`src/rtl/lynx_ram_arbiter.sv`:
```
// lynx_ram_arbiter
//   Shares one synchronous single-port RAM (1-cycle read latency) between
//   video fetch, CPU and a host download stream (ioctl).
//   Every access takes two cycles: ADDR presents address/write strobe,
//   DATA captures the read data and pulses the requester's ack.
//   The next grant is decided in IDLE or DATA, so accesses can run
//   back-to-back. Priority is video > download > CPU. After two consecutive
//   video grants, a waiting download/CPU request wins the next grant.
//
// Ports
//   clk_sys, reset               clock, synchronous active-high reset
//   vid_req/vid_addr             video request (level, held until ack)
//   vid_dout/vid_ack             video read data / one-cycle ack
//   cpu_req/we/addr/din          CPU request (level, held until ack)
//   cpu_dout/cpu_ack             CPU read data / one-cycle ack
//   ioctl_*                      host download port; ioctl_wait = buffer busy
//   ram_addr/we/din, ram_dout    RAM port
//   cpu_hold                     CPU must stay halted (download in progress)
//   dl_overrun                   sticky: a download byte was dropped
module lynx_ram_arbiter #(
  parameter logic [7:0]  DL_INDEX = 8'd1,
  parameter logic [15:0] DL_BASE  = 16'h0000
) (
  input  logic        clk_sys,
  input  logic        reset,
  input  logic        vid_req,
  input  logic [15:0] vid_addr,
  output logic [7:0]  vid_dout,
  output logic        vid_ack,
  input  logic        cpu_req,
  input  logic        cpu_we,
  input  logic [15:0] cpu_addr,
  input  logic [7:0]  cpu_din,
  output logic [7:0]  cpu_dout,
  output logic        cpu_ack,
  input  logic        ioctl_download,
  input  logic        ioctl_wr,
  input  logic [24:0] ioctl_addr,
  input  logic [7:0]  ioctl_dout,
  input  logic [7:0]  ioctl_index,
  output logic        ioctl_wait,
  output logic [15:0] ram_addr,
  output logic        ram_we,
  output logic [7:0]  ram_din,
  input  logic [7:0]  ram_dout,
  output logic        cpu_hold,
  output logic        dl_overrun
);

  typedef enum logic [1:0] {S_IDLE, S_ADDR, S_DATA} state_t;
  typedef enum logic [1:0] {G_NONE, G_VID, G_DL, G_CPU} gnt_t;

  state_t      state_q;
  gnt_t        gnt_q;
  gnt_t        gnt_d;
  logic [1:0]  vcnt_q;
  logic        pend_q;
  logic [15:0] buf_addr_q;
  logic [7:0]  buf_data_q;
  logic        ovr_q;
  logic        hold_q;
  logic [15:0] ram_addr_q;
  logic        ram_we_q;
  logic [7:0]  ram_din_q;
  logic        vid_ack_q;
  logic        cpu_ack_q;
  logic [7:0]  vid_dout_q;
  logic [7:0]  cpu_dout_q;
  logic        cpu_we_q;

  logic dl_act;
  logic dl_wr_ok;
  logic cpu_ok;
  logic decide;
  logic vid_blocked;

  assign dl_act      = ioctl_download && (ioctl_index == DL_INDEX);
  assign dl_wr_ok    = ioctl_wr && dl_act && (ioctl_addr[24:16] == '0);
  assign cpu_ok      = cpu_req && !hold_q;
  assign decide      = (state_q == S_IDLE) || (state_q == S_DATA);
  // Fairness: video yields once it has taken two grants in a row.
  assign vid_blocked = (vcnt_q == 2'd2) && (pend_q || cpu_ok);

  always_comb begin
    gnt_d = G_NONE;
    if (decide) begin
      if (vid_req && !vid_blocked) gnt_d = G_VID;
      else if (pend_q)             gnt_d = G_DL;
      else if (cpu_ok)             gnt_d = G_CPU;
    end
  end

  always_ff @(posedge clk_sys) begin
    if (reset) begin
      state_q    <= S_IDLE;
      gnt_q      <= G_NONE;
      vcnt_q     <= '0;
      pend_q     <= 1'b0;
      buf_addr_q <= '0;
      buf_data_q <= '0;
      ovr_q      <= 1'b0;
      hold_q     <= 1'b0;
      ram_addr_q <= '0;
      ram_we_q   <= 1'b0;
      ram_din_q  <= '0;
      vid_ack_q  <= 1'b0;
      cpu_ack_q  <= 1'b0;
      vid_dout_q <= '0;
      cpu_dout_q <= '0;
      cpu_we_q   <= 1'b0;
    end else begin
      vid_ack_q <= 1'b0;
      cpu_ack_q <= 1'b0;
      ram_we_q  <= 1'b0;
      // Hold stays up while a buffered byte is still waiting to drain.
      hold_q    <= dl_act || pend_q;

      if (dl_wr_ok) begin
        if (pend_q) begin
          ovr_q <= 1'b1;
        end else begin
          pend_q     <= 1'b1;
          buf_addr_q <= ioctl_addr[15:0] + DL_BASE;
          buf_data_q <= ioctl_dout;
        end
      end

      if (state_q == S_ADDR) begin
        state_q   <= S_DATA;
        vid_ack_q <= (gnt_q == G_VID);
        cpu_ack_q <= (gnt_q == G_CPU);
        // The byte is written at the end of ADDR; the buffer is free from DATA on.
        if (gnt_q == G_DL) pend_q <= 1'b0;
      end

      if (state_q == S_DATA) begin
        if (gnt_q == G_VID) vid_dout_q <= ram_dout;
        if ((gnt_q == G_CPU) && !cpu_we_q) cpu_dout_q <= ram_dout;
      end

      if (decide) begin
        gnt_q <= gnt_d;
        if (gnt_d == G_NONE) begin
          state_q <= S_IDLE;
        end else begin
          state_q <= S_ADDR;
          if (gnt_d == G_VID) begin
            vcnt_q     <= (vcnt_q == 2'd2) ? 2'd2 : vcnt_q + 2'd1;
            ram_addr_q <= vid_addr;
          end else begin
            vcnt_q <= '0;
          end
          if (gnt_d == G_DL) begin
            ram_addr_q <= buf_addr_q;
            ram_din_q  <= buf_data_q;
            ram_we_q   <= 1'b1;
          end
          if (gnt_d == G_CPU) begin
            ram_addr_q <= cpu_addr;
            ram_din_q  <= cpu_din;
            ram_we_q   <= cpu_we;
            cpu_we_q   <= cpu_we;
          end
        end
      end
    end
  end

  // Outputs are forced to their reset values during the reset cycle itself,
  // so an access interrupted by reset produces neither an ack nor a write.
  assign vid_ack    = vid_ack_q & ~reset;
  assign cpu_ack    = cpu_ack_q & ~reset;
  assign ram_we     = ram_we_q & ~reset;
  assign ioctl_wait = pend_q & ~reset;
  assign cpu_hold   = hold_q & ~reset;
  assign dl_overrun = ovr_q & ~reset;
  assign ram_addr   = reset ? '0 : ram_addr_q;
  assign vid_dout   = reset ? '0 : vid_dout_q;
  assign cpu_dout   = reset ? '0 : cpu_dout_q;
  assign ram_din    = ram_din_q;

endmodule

```
`config.mk`:
```
export PLATFORM = sky130hd
export DESIGN_NAME = lynx_ram_arbiter
export DESIGN_NICKNAME = d
export VERILOG_FILES = /design/src/rtl/lynx_ram_arbiter.sv
export SDC_FILE = /design/constraint.sdc
export NUM_CORES = 1
export LEC_CHECK = 0
export BUFFER_PORTS_ARGS = -buffer_cell sky130_fd_sc_hd__buf_2
export CAP_MARGIN = 20
export CORE_MARGIN = 3
export CORE_UTILIZATION = 48
export DETAILED_ROUTE_END_ITERATION = 10
export PLACE_DENSITY = 0.83
export SETUP_SLACK_MARGIN = 0.02
export SLEW_MARGIN = 10
export SYNTH_ARGS = -nofsm -noshare
export SYNTH_HDL_FRONTEND = slang
export SYNTH_SLANG_ARGS = --single-unit
```
`constraint.sdc`:
```
create_clock -name clk_sys -period 2.29 [get_ports clk_sys]
set_input_delay 0.229 -clock clk_sys [delete_from_list [all_inputs] [get_ports clk_sys]]
set_output_delay 0.229 -clock clk_sys [all_outputs]
set_load 0.02 [all_outputs]
```
== Yosys cells after proc, flatten, opt, wreduce, memory -nomap -nowiden ==
Index checks and enable logic that the tools add are counted.

* Flip-flop bits (word level): 77
* Bits of input ports: 96
* Word-level logic and storage cells: 89
* Output and inout bits: 46

* Bitwise logic cells: 11
* Eq/ne operators: 10
* Add/sub/neg operators: 1
* Reductions and logical operators: 29
* Mux-type cells: 22

{| class="wikitable"
|+ Operators with widths
! cell !! number
|-
| 2-to-1 mux 16 bit || 4
|-
| 2-to-1 mux 8 bit || 4
|-
| 2-to-1 mux 2 bit || 8
|-
| equality test 2 bit, second input constant || 6
|-
| AND reduction 2 bit || 5
|-
| logical NOT 9 bit || 1
|-
| AND reduction 3 bit || 3
|-
| equality test 8 x 1 -> 1 bit, second input constant || 1
|-
| logical AND 1 bit || 7
|-
| bitwise AND 1 bit || 6
|-
| equality test 2 x 1 -> 1 bit, second input constant || 3
|-
| 2-to-1 mux 1 bit || 6
|-
| inverter 1 bit || 5
|-
| logical NOT 2 bit || 2
|-
| nonzero test 2 bit || 2
|-
| logical NOT 1 bit || 3
|-
| logical OR 1 bit || 3
|-
| nonzero test 3 bit || 1
|-
| OR reduction 3 bit || 1
|-
| adder 2 x 1 -> 2 bit, second input constant || 1
|-
| OR reduction 2 bit || 1
|}

== Logic depth before layout (Yosys ltp) ==
Gate-level depths: netlist of the first run.

* Depth after elaboration: 12
* Gate-level depth with buffers: 7
* Depth with buffers taken out: 6

== Worst setup path before layout of the first run ==
OpenSTA, ideal clock, no wires.

* Path type: register to register
* Start: register vcnt_q[0]
* End: register ram_addr_q[4]
* Stages on the path, launching flop included: 8
* Setup slack: 619 ps
* Period minus slack after synthesis: 1671 ps
* Path buffers: 1
* Arrival time: 1535 ps
* Required time: 2154 ps
* Library setup time: 136 ps
* Cells stage by stage: dfxtp_1 > inv_1 > ha_1 > nor2b_1 > nor3_2 > clkbuf_1 > a221oi_1 > a221oi_2

* Cells in the longest elaborated chain, start to end: 9
* Elaborated cells on any way between the ends: 15
* Those cells by class: eq/ne: 4; mux: 4; bitwise: 1; reduce/logical: 6

{| class="wikitable"
|+ Ends and longest elaborated chain
! what !! RTL line !! source
|-
| from (decl) || 56 || <nowiki>logic [1:0] vcnt_q;</nowiki>
|-
| from (signal assigned) || 148 || <nowiki>vcnt_q <= (vcnt_q == 2'd2) ? 2'd2 : vcnt_q + 2'd1;</nowiki>
|-
| equality test 2 bit * || 82 || <nowiki>assign vid_blocked = (vcnt_q == 2'd2) && (pend_q || cpu_ok);</nowiki>
|-
| logical AND 1 bit * || 82 ||
|-
| logical NOT 1 bit * || 87 || <nowiki>if (vid_req && !vid_blocked) gnt_d = G_VID;</nowiki>
|-
| logical AND 1 bit * || 87 ||
|-
| 2-to-1 mux 2 bit * || 87 ||
|-
| 2-to-1 mux 2 bit * || 86 || <nowiki>if (decide) begin</nowiki>
|-
| equality test 2 x 1 -> 1 bit (tied with other cells) || 147 || <nowiki>if (gnt_d == G_VID) begin</nowiki>
|-
| nonzero test 3 bit (no line) (tied with other cells) || -- ||
|-
| AND reduction 3 bit (no line) or 2-to-1 mux 16 bit (tied branches) || -- ||
|-
| to (signal assigned) || 149 || <nowiki>ram_addr_q <= vid_addr;</nowiki>
|-
| to (signal assigned) || 154 || <nowiki>ram_addr_q <= buf_addr_q;</nowiki>
|-
| to (signal assigned) || 159 || <nowiki>ram_addr_q <= cpu_addr;</nowiki>
|-
| to (decl) || 62 || <nowiki>logic [15:0] ram_addr_q;</nowiki>
|}

Mark *: on every way between the ends. The rest lies on a longest branch, timed or not.
A chain may end at the register's enable or synchronous reset.

== Worst setup path after layout of the first run ==
* Start: register pend_q
* End: register ram_addr_q[10]

* Cells in the longest elaborated chain, start to end: 9
* Elaborated cells on any way between the ends: 16
* Those cells by class: eq/ne: 3; mux: 5; bitwise: 1; reduce/logical: 7

{| class="wikitable"
|+ Ends and longest elaborated chain
! what !! RTL line !! source
|-
| from (decl) || 57 || <nowiki>logic pend_q;</nowiki>
|-
| from (signal assigned) || 98 || <nowiki>pend_q <= 1'b0;</nowiki>
|-
| from (signal assigned) || 122 || <nowiki>pend_q <= 1'b1;</nowiki>
|-
| from (signal assigned) || 133 || <nowiki>if (gnt_q == G_DL) pend_q <= 1'b0;</nowiki>
|-
| logical OR 1 bit || 82 ||
|-
| logical AND 1 bit || 82 ||
|-
| logical NOT 1 bit || 87 ||
|-
| logical AND 1 bit || 87 ||
|-
| 2-to-1 mux 2 bit * || 87 ||
|-
| 2-to-1 mux 2 bit * || 86 ||
|-
| equality test 2 x 1 -> 1 bit (tied with other cells) || 147 ||
|-
| nonzero test 3 bit (no line) (tied with other cells) || -- ||
|-
| AND reduction 3 bit (no line) or 2-to-1 mux 16 bit (tied branches) || -- ||
|}

Marked as above.

==> flow_metrics.tcl, run 1 <==
set metrics [dict create \
    finalNetCount 624 \
    critPathSlowestCell "o31ai_4" \
    clock-sinks 77 \
    rsz0062_at_grt "false" \
    syn_nets 495 \
    clk_latency_ns 0.35 \
    drc_errors 0 \
    clk_pin_slew_ns 0.09 \
    port-buffer-count 141 \
    vias_per_cell 5.599 \
    leakage_nw 1.848 \
    io_pins 142 \
    cts.repair.resized 0 \
    setup_slack_ns 0.3239 \
    fmax_mhz 508.6 \
    status "completed" \
    hold_path.class "input pin to flip-flop" \
    worstPathMaxFanout 23 \
    syn_inst 397 \
    finalPower_mw 2.748 \
    p_clk_share_pct 34.7 \
    drive_above_1_share_pct 34.09 \
    cts_root_buf "clkbuf_8" \
    drtAntennaViolNets 0 \
    hold_ws_ns 0.1166 \
    layout_commonest_cell "buf_2" \
    use_met1_pct 31.43 \
    die_h_um 89.96 \
    avgSynthCellArea_sq_um 8.522 \
    p_int_mw 1.961 \
    max_cap_violations 0 \
    period_needed_ns 1.966 \
    grt_util_all_layers_pct 23.32 \
    crit_type "flip-flop to flip-flop" \
    start_util_pct 51.23 \
    cts_setup_buffers 0 \
    critPathMaxStageDelay_ns 0.81 \
    antenna_found_initial 0 \
    rows 29 \
    design.core.area_sq_mm 0.006604 \
    grt_max_degree 48 \
    synth-seq-area-share_pct 45.56 \
    n_antenna_cell 0 \
    p_per_area_mw_per_mm2 631.4 \
    cts_hold_buf 0 \
    clock_skew_ns 0.009765 \
    pre_cts_ws_ns 0.2018 \
    grt_util_met3_pct 6.093 \
    cts_made_buffers 9 \
    cp.required_ns 2.55 \
    ys_ff_latch 77 \
    path_buf_inv 1 \
    first_pass_iters 5 \
    ctsHtreeMaxLevel 3 \
    relSlewSlack_pct 41.21 \
    p_switching_mw 0.7872 \
    power_frac_seq_pct 51.4 \
    routed_wl_um 9638 \
    grt.busiest_layer "met2" \
    period_share_pct 85.86 \
    gr-total-overflow 0 \
    yosysWarnings 0 \
    place_congestion 0.8685 \
    vias 3494 \
    first_global_vias 3331 \
    chipWidth_um 89.96 \
    endpoint_kind "flip-flop" \
    switching_share_pct 28.64 \
    critPathTopFamily "compound AO/OA/AOI/OAI gates" \
    dieArea_sq_mm 0.008092 \
    cts_tree "built" \
    cp-start-kind "flip-flop" \
    clockBufferDepth 2 \
    combPwrFrac_pct 13.9 \
    vdd_drop_max_mv 0.4311 \
    cp.arrival_ns 2.23 \
    finalHoldViolCount 0 \
    tns_ns 0 \
    area_delta_synth_final_pct 28.66 \
    syn_area_sq_mm 0.003383 \
    crit_chain "o31ai_4 -> buf_4 -> a221oi_1 -> a221oi_1" \
    cp_common_cell "a221oi_1" \
    synth.distinct_cells 36 \
    setup_violations 0 \
    slew_violations 0 \
    globalRouteMet2Util_pct 37.03 \
    nFillCells 565 \
    wire_per_inst_um 15.45 \
    final_cell_mix "buf_2 (140), dfxtp_1 (77), a21oi_1 (40)" \
    grt_pass1_wl_um 15720 \
    dr.first_iter.drc_count 316 \
    tightest_slew_ns 0.8818 \
    dp_hpwl_um 6859 \
]
==> power groups by stage <==
stage | combinational, mW | sequential (mW) | clock, mW
floorplan | 0.219 | 1.44 | 0
finish | 0.382 | 1.41 | 0.954
CTS | 0.380 | 1.41 | 0.963
global route | 0.419 | 1.42 | 1.03
global placement | 0.369 | 1.44 | 0
detailed placement | 0.378 | 1.44 | 0
==> synth_stat cells (all sizes together) <==
cell type  instances  area, sq um
a21bo              1        10.01
nand4             25        156.4
nor3b              2        15.01
nand2             34        127.6
dfxtp             77         1541
a221oi            31        277.8
o31ai              1        12.51
clkbuf            24        90.09
and3               1        6.260
or3b               1        11.26
o221ai             1        15.01
or2                1        6.260
nand4b             1        8.760
inv               22        82.58
ha                 2        25.02
a21oi             40        200.2
nand3b             1        7.510
nor4b              1        8.760
nor4               4        25.02
buf               13        78.82
and4b              1        10.01
nor3               7        51.30
nor2b             24        150.1
o21ai             24        120.1
a222oi             8        80.08
a22oi              1        7.510
mux2i             11        110.1
a31o               1        8.760
nor2              37        138.9
==> flip-flops by register name (all words and copies together) (netlist names), 2 cells and up <==
name        count
buf_addr_q     16
gnt_q           2
vid_dout_q      8
vcnt_q          2
ram_addr_q     16
state_q         2
buf_data_q      8
ram_din         8
cpu_dout_q      8
==> layer usage <==
metal | part of all wire [%] | vias to the layer above | routed length, um
li1 | - | 1693 | -
met1 | 43 | 1627 | 4118
met2 | 47 | 158 | 4536
met3 | 8.6 | 16 | 833
met4 | 1.5 | 0 | 149
met5 | 0 | - | 0
==> final cells by class <==
cell class,count,area [sq um],area share [%]
sequential,77,1541,35.41
clock buffer,9,123.9,2.846
inverter,22,82.58,1.897
tap,93,116.4,2.673
clock inverter,7,57.56,1.322
timing repair buffer,155,825.8,18.97
multi-input combinational,261,1605,36.88
==> worst min-delay path, cell delays in order <==
cell     delay, ns
buf_2         0.10
nand2_1       0.05
a21oi_1       0.05
==> stage by stage <==
stage          utilization, %  std cells  cell area, sq um
3_3_place_gp            63.07        608              4165
6_report                65.92        624              4353
5_1_grt                 65.92        624              4353
2_1_floorplan               -        397              3383
4_1_cts                 65.82        624              4347
3_5_place_dp            63.07        608              4165
==> final timing paths <==
check / end / start / depth (start not counted) / slack (ns)
worst max-delay path: ram_addr_q[10] / pend_q / 4 / 0.32
worst min-delay path: vid_dout_q[4] / ram_dout[4] / 3 / 0.12
worst max register to register: ram_addr_q[10] / pend_q / 4 / 0.32
worst min register to register: vid_dout_q[4] / vid_dout_q[4] / 2 / 0.45
==> kinds of logic (layout without fill, tap and decap cells) <==
family / Yosys count / after routing / synth area share [%]
AO/OA/AOI/OAI: 108 / 108 / 21.63
adder cells (fa/ha/maj): 2 / 2 / 0.7395
buffers and inverters: 59 / 193 / 7.433
flip-flops: 77 / 77 / 45.56
multiplexers: 11 / 11 / 3.255
AND/OR/NAND/NOR: 140 / 140 / 21.38
Power figures use the tool's default switching activity.
==> inputs of run 2 (changes only) <==
--- a/config.mk
+++ b/config.mk
@@ -6,8 +6,8 @@
 export NUM_CORES = 1
 export LEC_CHECK = 0
 export BUFFER_PORTS_ARGS = -buffer_cell sky130_fd_sc_hd__buf_2
-export CAP_MARGIN = 20
-export CORE_MARGIN = 3
+export CAP_MARGIN = 30
+export CORE_MARGIN = 5
 export CORE_UTILIZATION = 48
 export DETAILED_ROUTE_END_ITERATION = 10
 export PLACE_DENSITY = 0.83
==> flow_metrics.tcl, run 2 (synthesis results as in run 1) <==
set metrics [dict create \
    vias_per_cell 5.684 \
    port-buffer-count 141 \
    start_util_pct 49.52 \
    cp.required_ns 2.54 \
    antenna_found_initial 0 \
    layout_commonest_cell "buf_2" \
    clk_pin_slew_ns 0.08 \
    cts_made_buffers 9 \
    cts_tree "built" \
    cp_common_cell "a221oi_1" \
    critPathTopFamily "compound AO/OA/AOI/OAI gates" \
    clock-sinks 77 \
    worstPathMaxFanout 16 \
    period_needed_ns 2.069 \
    p_per_area_mw_per_mm2 711.5 \
    ctsHtreeMaxLevel 3 \
    cts_root_buf "clkbuf_8" \
    nFillCells 586 \
    hold_path.class "input pin to flip-flop" \
    tns_ns 0 \
    chipWidth_um 93.96 \
    cts_hold_buf 0 \
    clk_latency_ns 0.35 \
    finalNetCount 624 \
    dp_hpwl_um 7017 \
    gr-total-overflow 0 \
    dpl.cell_count 609 \
    crit_chain "inv_1 -> ha_1 -> o221ai_2 -> buf_8 -> a221oi_1 -> a221oi_1" \
    leakage_nw 1.900 \
    design.core.area_sq_mm 0.006832 \
    slew_violations 0 \
    grt_util_all_layers_pct 22.59 \
    wire_per_inst_um 16.20 \
    place_area_sq_mm 0.004168 \
    die_h_um 93.96 \
    path_buf_inv 2 \
    finalNonFillerCells 627 \
    final_cell_mix "buf_2 (140), dfxtp_1 (77), a21oi_1 (40)" \
    crit_type "flip-flop to flip-flop" \
    setup_violations 0 \
    endpoint_kind "flip-flop" \
    first_global_vias 3315 \
    fin_area_sq_mm 0.004468 \
    clockBufferDepth 2 \
    hold_ws_ns 0.1121 \
    area_delta_synth_final_pct 32.06 \
    top_regs "buf_addr_q: 16 flops, ram_addr_q: 16 flops" \
    rows 30 \
    vias 3564 \
    fmax_mhz 483.4 \
    status "completed" \
    dieArea_sq_mm 0.008828 \
    drtAntennaViolNets 0 \
    io_pins 142 \
    max_cap_violations 0 \
    critPathMaxStageDelay_ns 0.62 \
    finalHoldViolCount 0 \
    rsz0062_at_grt "false" \
    n_antenna_cell 0 \
    dr.first_iter.drc_count 283 \
    vdd_drop_max_mv 0.4235 \
    period_share_pct 90.34 \
    cp.arrival_ns 2.32 \
    grt_max_degree 55 \
    tightest_slew_ns 0.7362 \
    drc_errors 0 \
    grt_pass1_wl_um 15890 \
    drive_above_1_share_pct 34.09 \
    first_pass_iters 5 \
    routed_wl_um 10160 \
    relSlewSlack_pct 50.92 \
    finalPower_mw 3.179 \
    critPathSlowestCell "o221ai_2" \
    cp-start-kind "flip-flop" \
    place_congestion 0.8910 \
    clock_skew_ns 0.005115 \
]
-- run 2: what timing repair did --
| item | 4_1_cts | 5_1_grt |
|---|---|---|
| resized for setup | 0 | 1 |
| setup buffers | 0 | 0 |
| setup endpoints to repair | 0 | 14 |
-- run 2: per-layer routing --
metal	share of wire [%]	GRT usage, %	up-vias
met5	0	0	-
met3	10	6.811	31
li1	-	-	1694
met2	47	34.54	206
met1	40	29.81	1633
met4	3.2	8.785	0
-- run 2: where the power goes --
part | internal (mW) | switching, mW
registers | 1.39 | 0.0268
clock network | 0.842 | 0.531
logic | 0.173 | 0.219
total | 2.40 | 0.777
-- run 2: final cells by class --
| cell class | instances | area, sq um | area share (%) |
|---|---|---|---|
| clock buffer | 9 | 123.9 | 2.772 |
| clock inverter | 7 | 145.1 | 3.248 |
| inverter | 22 | 82.58 | 1.848 |
| multi-input combinational | 262 | 1622 | 36.29 |
| sequential | 77 | 1541 | 34.50 |
| tap | 96 | 120.1 | 2.688 |
| timing repair buffer | 154 | 833.3 | 18.65 |
-- run 2: worst paths after layout --
check	startpoint	endpoint	slack [ns]	cells after the start
max	vcnt_q[0]	ram_addr_q[13]	0.22	6
min	cpu_din[4]	ram_din[4]	0.11	3
max reg2reg	vcnt_q[0]	ram_addr_q[13]	0.22	6
min reg2reg	vid_dout_q[7]	vid_dout_q[7]	0.45	2
-- run 2: stage by stage --
stage | utilization, % | setup WS [ns]
CTS | 64.95 | 0.1288
global route | 65.40 | 0.1235
global placement | 60.79 | 0.1456
finish | 65.40 | 0.2212
floorplan | - | 0.6189
detailed placement | 61.01 | 0.1353
-- run 2: worst register-to-register path: cells and delay by family, from the launching register on --
family | cells | cell delay, ns
AO/OA/AOI/OAI | 3 | 1.04
adder cells (fa/ha/maj) | 1 | 0.26
buffers and inverters | 2 | 0.31
flip-flops | 1 | 0.36
